## src/rtl/mem_ctrl.sv

```systemverilog
// Byte-serial memory responder: arbitrates IF fetches and MEM loads/stores onto a
// synchronous byte RAM and returns assembled little-endian words with a done pulse.
module mem_ctrl #(
  parameter int RAM_ADDR_W = 17
) (
  input  logic                  clk,
  input  logic                  rst,
  input  logic                  if_req_i,
  input  logic [31:0]           if_addr_i,
  input  logic                  if_flush_i,
  output logic                  if_done_o,
  output logic [31:0]           if_inst_o,
  input  logic                  mem_req_i,
  input  logic                  mem_we_i,
  input  logic [2:0]            mem_len_i,
  input  logic [31:0]           mem_addr_i,
  input  logic [31:0]           mem_wdata_i,
  output logic                  mem_done_o,
  output logic [31:0]           mem_rdata_o,
  output logic                  mem_busy_o,
  output logic [RAM_ADDR_W-1:0] ram_addr_o,
  output logic                  ram_wr_o,
  output logic [7:0]            ram_dout_o,
  input  logic [7:0]            ram_din_i
);

  typedef enum logic [1:0] {IDLE, IF_RD, MEM_RD, MEM_WR} state_t;

  state_t                state, state_n;
  logic [1:0]            issue, issue_n;
  logic [1:0]            cap, cap_n;
  logic                  cap_live, cap_live_n;
  logic [1:0]            last, last_n;
  logic [RAM_ADDR_W-1:0] base, base_n;
  logic [31:0]           wdata, wdata_n;
  logic [31:0]           asm_q, asm_n, asm_merge;
  logic [RAM_ADDR_W-1:0] ram_addr_n;
  logic                  ram_wr_n;
  logic [7:0]            ram_dout_n;
  logic [31:0]           if_inst_n, mem_rdata_n;
  logic                  if_done_n, mem_done_n, busy_n;
  logic [1:0]            len_last;

  // Address bits above the RAM window are dropped by design.
  logic unused_addr_hi;
  assign unused_addr_hi = ^{if_addr_i[31:RAM_ADDR_W], mem_addr_i[31:RAM_ADDR_W]};

  always_comb begin
    case (mem_len_i)
      3'd1:    len_last = 2'd0;
      3'd2:    len_last = 2'd1;
      default: len_last = 2'd3;
    endcase
  end

  always_comb begin
    state_n     = state;
    issue_n     = issue;
    cap_n       = cap;
    cap_live_n  = cap_live;
    last_n      = last;
    base_n      = base;
    wdata_n     = wdata;
    asm_n       = asm_q;
    ram_addr_n  = ram_addr_o;
    ram_wr_n    = 1'b0;
    ram_dout_n  = ram_dout_o;
    if_inst_n   = if_inst_o;
    mem_rdata_n = mem_rdata_o;
    if_done_n   = 1'b0;
    mem_done_n  = 1'b0;
    asm_merge   = asm_q | (32'(ram_din_i) << {cap, 3'b000});

    case (state)
      IDLE: begin
        // No accept while a done pulse is showing: the requester is still dropping its req.
        if (!if_done_o && !mem_done_o) begin
          if (mem_req_i) begin
            base_n     = mem_addr_i[RAM_ADDR_W-1:0];
            ram_addr_n = mem_addr_i[RAM_ADDR_W-1:0];
            last_n     = len_last;
            issue_n    = '0;
            cap_n      = '0;
            cap_live_n = 1'b0;
            asm_n      = '0;
            wdata_n    = mem_wdata_i;
            if (mem_we_i) begin
              state_n    = MEM_WR;
              ram_wr_n   = 1'b1;
              ram_dout_n = mem_wdata_i[7:0];
            end else begin
              state_n = MEM_RD;
            end
          end else if (if_req_i && !if_flush_i) begin
            base_n     = if_addr_i[RAM_ADDR_W-1:0];
            ram_addr_n = if_addr_i[RAM_ADDR_W-1:0];
            last_n     = 2'd3;
            issue_n    = '0;
            cap_n      = '0;
            cap_live_n = 1'b0;
            asm_n      = '0;
            state_n    = IF_RD;
          end
        end
      end

      MEM_WR: begin
        if (issue == last) begin
          state_n    = IDLE;
          mem_done_n = 1'b1;
        end else begin
          issue_n    = issue + 2'd1;
          ram_addr_n = base + RAM_ADDR_W'(issue_n);
          ram_dout_n = wdata[{issue_n, 3'b000} +: 8];
          ram_wr_n   = 1'b1;
        end
      end

      IF_RD, MEM_RD: begin
        if (state == IF_RD && if_flush_i) begin
          state_n = IDLE;
        end else begin
          if (issue != last) begin
            issue_n    = issue + 2'd1;
            ram_addr_n = base + RAM_ADDR_W'(issue_n);
          end
          // Capture trails issue by two edges: one for the address, one for RAM latency.
          cap_live_n = 1'b1;
          if (cap_live) begin
            if (cap == last) begin
              state_n = IDLE;
              if (state == IF_RD) begin
                if_inst_n = asm_merge;
                if_done_n = 1'b1;
              end else begin
                mem_rdata_n = asm_merge;
                mem_done_n  = 1'b1;
              end
            end else begin
              cap_n = cap + 2'd1;
              asm_n = asm_merge;
            end
          end
        end
      end
    endcase

    busy_n = (state_n != IDLE);
  end

  always_ff @(posedge clk) begin
    if (rst) begin
      state       <= IDLE;
      issue       <= '0;
      cap         <= '0;
      cap_live    <= 1'b0;
      last        <= '0;
      base        <= '0;
      wdata       <= '0;
      asm_q       <= '0;
      ram_addr_o  <= '0;
      ram_wr_o    <= 1'b0;
      ram_dout_o  <= '0;
      if_inst_o   <= '0;
      mem_rdata_o <= '0;
      if_done_o   <= 1'b0;
      mem_done_o  <= 1'b0;
      mem_busy_o  <= 1'b0;
    end else begin
      state       <= state_n;
      issue       <= issue_n;
      cap         <= cap_n;
      cap_live    <= cap_live_n;
      last        <= last_n;
      base        <= base_n;
      wdata       <= wdata_n;
      asm_q       <= asm_n;
      ram_addr_o  <= ram_addr_n;
      ram_wr_o    <= ram_wr_n;
      ram_dout_o  <= ram_dout_n;
      if_inst_o   <= if_inst_n;
      mem_rdata_o <= mem_rdata_n;
      if_done_o   <= if_done_n;
      mem_done_o  <= mem_done_n;
      mem_busy_o  <= busy_n;
    end
  end

endmodule

```

## config.mk

```make
export PLATFORM = sky130hd
export DESIGN_NAME = mem_ctrl
export DESIGN_NICKNAME = d
export VERILOG_FILES = /design/src/rtl/mem_ctrl.sv
export SDC_FILE = /design/constraint.sdc
export NUM_CORES = 1
export LEC_CHECK = 0
export ABC_CLOCK_PERIOD_IN_PS = 2400
export CAP_MARGIN = 20
export CELL_PAD_IN_SITES_DETAIL_PLACEMENT = 0
export CELL_PAD_IN_SITES_GLOBAL_PLACEMENT = 1
export CORE_UTILIZATION = 33
export DETAILED_ROUTE_END_ITERATION = 8
export PLACE_DENSITY = 0.84
export SETUP_SLACK_MARGIN = 0.5
export SYNTH_ARGS = -nofsm -noshare
export SYNTH_HDL_FRONTEND = slang
export SYNTH_SLANG_ARGS = --single-unit
```

## constraint.sdc

```tcl
create_clock -name clk -period 2.4 [get_ports clk]
set_input_delay 0.36 -clock clk [delete_from_list [all_inputs] [get_ports clk]]
set_output_delay 0.36 -clock clk [all_outputs]
set_load 0.1 [all_outputs]
```

==> results.rst <==
.. list-table::
   :header-rows: 1

   * - Metric
     - Value
   * - Dominant combinational cell family by area after synthesis
     - compound AO/OA/AOI/OAI gates
   * - Remaining routing DRC violations
     - 0
   * - Post-Layout Cell Count
     - 1364
   * - Critical path's largest stage delay
     - 340 ps
   * - Leak
     - 0.00391 µW
   * - Total wire length
     - 21.4 mm
   * - Relative slew slack
     - 0.575
   * - Hold Violations, Final
     - 0
   * - Clock Skews
     - 13.0 ps
   * - Leading cell type in the layout, fill and taps excluded
     - sky130_fd_sc_hd__dfxtp_1
   * - Setup CP Type
     - reg2reg
   * - H-tree lvl count
     - 4
   * - Number of placed cells counting well taps
     - 1320
   * - Wire length of the first global-routing pass
     - 33.3 mm
   * - Number of nets in the synthesized netlist
     - 996
   * - Most used DFF post-synth
     - sky130_fd_sc_hd__dfxtp_1
   * - Width of the chip
     - 157 µm
   * - Arrival time of data at the critical path endpoint
     - 2180 ps
   * - Result of the run
     - complete, no violations
   * - Effective utilization at floorplan
     - 0.337
   * - Number of enable flip-flop cells after synthesis
     - 0
   * - Share of total power in combinational logic
     - 0.309
   * - Die boundary height
     - 157 µm
   * - Yosys reg bits
     - 183
   * - CTS buffer count
     - 17
   * - Proportion of total power due to net switching
     - 0.381
   * - Worst-skew pair later-pin latency
     - 440 ps
   * - Max Slew Vio Count
     - 0
   * - Remaining Overflow, GRT
     - 0
   * - Post-detailed-route count of antenna-violating nets
     - 0
   * - TNS Setup
     - 0 ps
   * - GR Util All Layers
     - 0.174
   * - Clock Pin Slew Worst Setup and Hold Paths
     - 80 ps
   * - Count of cell types in the netlist
     - 57
   * - Placer Congestion
     - 0.808
   * - Critical path's top delay family
     - flip-flops
   * - Sw Pwr
     - 3410 µW
   * - Row count
     - 56
   * - Syn avg cell area
     - 9.06 µm²
   * - Slew @ Worst Pin
     - 634 ps
   * - Dpl hpwl
     - 14.3 mm
   * - Number of endpoints failing setup at the final stage
     - 0
   * - Share of layout cells above drive strength 1
     - 0.233
   * - Internal cell power
     - 5540 µW
   * - Nets
     - 1153
   * - Post-synth design cell area
     - 7930 µm²
   * - Worst-case clock buffer depth
     - 2
   * - Critical Path RT
     - 2720 ps
   * - Area growth from synthesis to layout
     - 34.5%
   * - Largest net degree at the start of global routing
     - 64
   * - Total via count after detailed routing
     - 6760
   * - Buffers and inverters on the worst path
     - 1
   * - Port Buffer Count
     - 175
   * - Kind of path behind the tightest hold check
     - in2reg
   * - Compound-cell area share of the yosys netlist
     - 0.229
   * - Yosys warning total
     - 0
   * - Inserted Diodes
     - 0
   * - Clock root buffer
     - sky130_fd_sc_hd__clkbuf_16
   * - Routed wire length per instance
     - 15.7 µm
   * - Clock period minus worst slack
     - 1860 ps
   * - Detailed router's first-iteration violation count
     - 370
   * - Cell count after synthesis
     - 875
   * - Critical path capture point type
     - register
   * - CP Cell Sequence
     - xor2_2 -> buf_4 -> fa_2 -> and2_4 -> nor4b_2 -> xor2_1 -> o211ai_1 -> a21oi_1
   * - Startpoint class of the critical path
     - register
   * - Final clock period utilization by the worst path
     - 0.774
   * - Setup repair after global routing missed its margin
     - yes
   * - CTS tree
     - built
   * - Core box area
     - 23500 µm²
   * - Count of pins on the block boundary
     - 206
   * - Sequential cell fraction of total power
     - 0.389
   * - Most used cells in the layout excluding fill and tap cells
     - sky130_fd_sc_hd__dfxtp_1, sky130_fd_sc_hd__nor2_1, sky130_fd_sc_hd__buf_4
   * - Share of synthesized area spent on multiplexers
     - 0.0543
   * - Count of TritonRoute iterations in the first routing pass
     - 5
   * - Maximum vdd ir drop
     - 569 µV
   * - Vias in the first global route
     - 6301
   * - Synthesized-area fraction occupied by and/or/nand/nor cells
     - 0.169
   * - Slowest CP cell
     - sky130_fd_sc_hd__dfxtp_2
   * - Post-synthesis async set-or-reset flop share
     - 0
   * - Clock network fraction of total power
     - 0.302
   * - Power Density
     - 840 nW/µm²
   * - Initial antenna violation count
     - 0
   * - Proportion of synthesized chip area in sequential cells
     - 0.462
   * - Adder-Cell Fraction of Synth Area
     - 0.0136
   * - Area enclosed by the die boundary
     - 24600 µm²
   * - Post-detailed-route via-to-cell ratio
     - 4.96
   * - Max-capacitance violation count
     - 0
   * - Post-Synth XOR/XNOR Area
     - 0.0210
   * - Achievable clock frequency
     - 0.539 GHz
   * - Largest fanout on the critical path
     - 4
   * - Total clock sinks
     - 183
[power by group through the flow]
stage	logic, µW	clock network (µW)	registers [µW]
final	2770	2710	3480
after floorplan	1040	0	4460
after global placement	2620	0	3530
after global routing	2950	2890	3510
after CTS	2720	2770	3470
after detailed placement	2650	0	3540
[through the flow]
stage	instance area, µm²	hold slack (ps)	worst slack, ps	util	power, µW
6_report	10700	332	543	0.453	8950
5_1_grt	10700	333	446	0.453	9350
4_1_cts	10500	318	499	0.447	8970
3_5_place_dp	9780	444	175	0.416	6180
3_3_place_gp	9780	439	184	0.416	6150
2_1_floorplan	7960	433	401	-	5500
[cell type report]
type                            count  area, µm²
Sequential cell                   183       3680
Clock buffer                       21        450
Multi-Input combinational cell    607       4040
Fill cell                        2332      12900
Timing Repair Buffer              215       1950
Inverter                            8       30.0
Tap cell                          319        399
Clock inverter                     11        114
[worst paths after layout]
path / from / to / slack (ps) / cells past startpoint
min reg2reg: ram_addr_o[5]$_SDFFE_PP0P_ / ram_addr_o[5]$_SDFFE_PP0P_ / 450 / 2
min: rst / ram_addr_o[5]$_SDFFE_PP0P_ / 330 / 2
max reg2reg: issue[1]$_SDFFE_PP0P_ / ram_addr_o[14]$_SDFFE_PP0P_ / 540 / 8
max: issue[1]$_SDFFE_PP0P_ / ram_addr_o[14]$_SDFFE_PP0P_ / 540 / 8
[synthesized netlist by cell type, types with 3 or more instances]
master                     number  share of area
sky130_fd_sc_hd__inv_1          8         0.0038
sky130_fd_sc_hd__nor3_1         6         0.0038
sky130_fd_sc_hd__buf_2          9         0.0057
sky130_fd_sc_hd__nor2b_1        8         0.0063
sky130_fd_sc_hd__o21ai_0        6         0.0038
sky130_fd_sc_hd__nor4_1         3         0.0024
sky130_fd_sc_hd__mux4_2         8          0.023
sky130_fd_sc_hd__o211ai_1      15          0.014
sky130_fd_sc_hd__buf_1         18         0.0085
sky130_fd_sc_hd__a22oi_1       33          0.031
sky130_fd_sc_hd__a211oi_2      32          0.051
sky130_fd_sc_hd__nand2_1      106          0.050
sky130_fd_sc_hd__a21oi_1       87          0.055
sky130_fd_sc_hd__buf_6          8          0.011
sky130_fd_sc_hd__a211oi_1      60          0.057
sky130_fd_sc_hd__xnor2_1        6         0.0066
sky130_fd_sc_hd__clkbuf_1      39          0.018
sky130_fd_sc_hd__and2_1         3         0.0024
sky130_fd_sc_hd__xor2_1        13          0.014
sky130_fd_sc_hd__nor2_1       135          0.064
sky130_fd_sc_hd__dfxtp_1      183           0.46
sky130_fd_sc_hd__nand3_1       10         0.0063
sky130_fd_sc_hd__mux2i_1       25          0.032
sky130_fd_sc_hd__nor4b_4        4          0.012
sky130_fd_sc_hd__nor4b_1        3         0.0033
sky130_fd_sc_hd__ha_1           7          0.011
[kinds of logic (layout without fill, tap and decap cells)]
kind of cell | count (synthesis) | after routing
AO/OA/AOI/OAI | 251 | 251
XOR/XNOR | 19 | 19
adder cells (fa/ha/maj) | 8 | 8
buffers and inverters | 85 | 255
flip-flops | 183 | 183
multiplexers | 33 | 33
AND/OR/NAND/NOR | 296 | 296
[per-layer routing]
layer  GRT usage  wire length [µm]
met1       0.219              9750
met2       0.295             10400
met3      0.0355               934
met4      0.0551               296
met5           0                 0
[sequential cells by signal (all words and copies together), names as in the netlist, 2 cells and up]
signal,count
cap,2
state,2
mem_rdata_o,32
last,2
ram_dout_o,8
base,17
asm_q,32
wdata,32
issue,2
if_inst_o,32
ram_addr_o,17
[repair_timing]
action	in CTS	in global routing
hold buffers	0	0
gates resized for setup	17	23
gates cloned	2	0
endpoints found under the setup margin	98	62
pin swaps	6	9
buffers inserted	6	4
No activity file was read; power rests on OpenSTA's default activity.
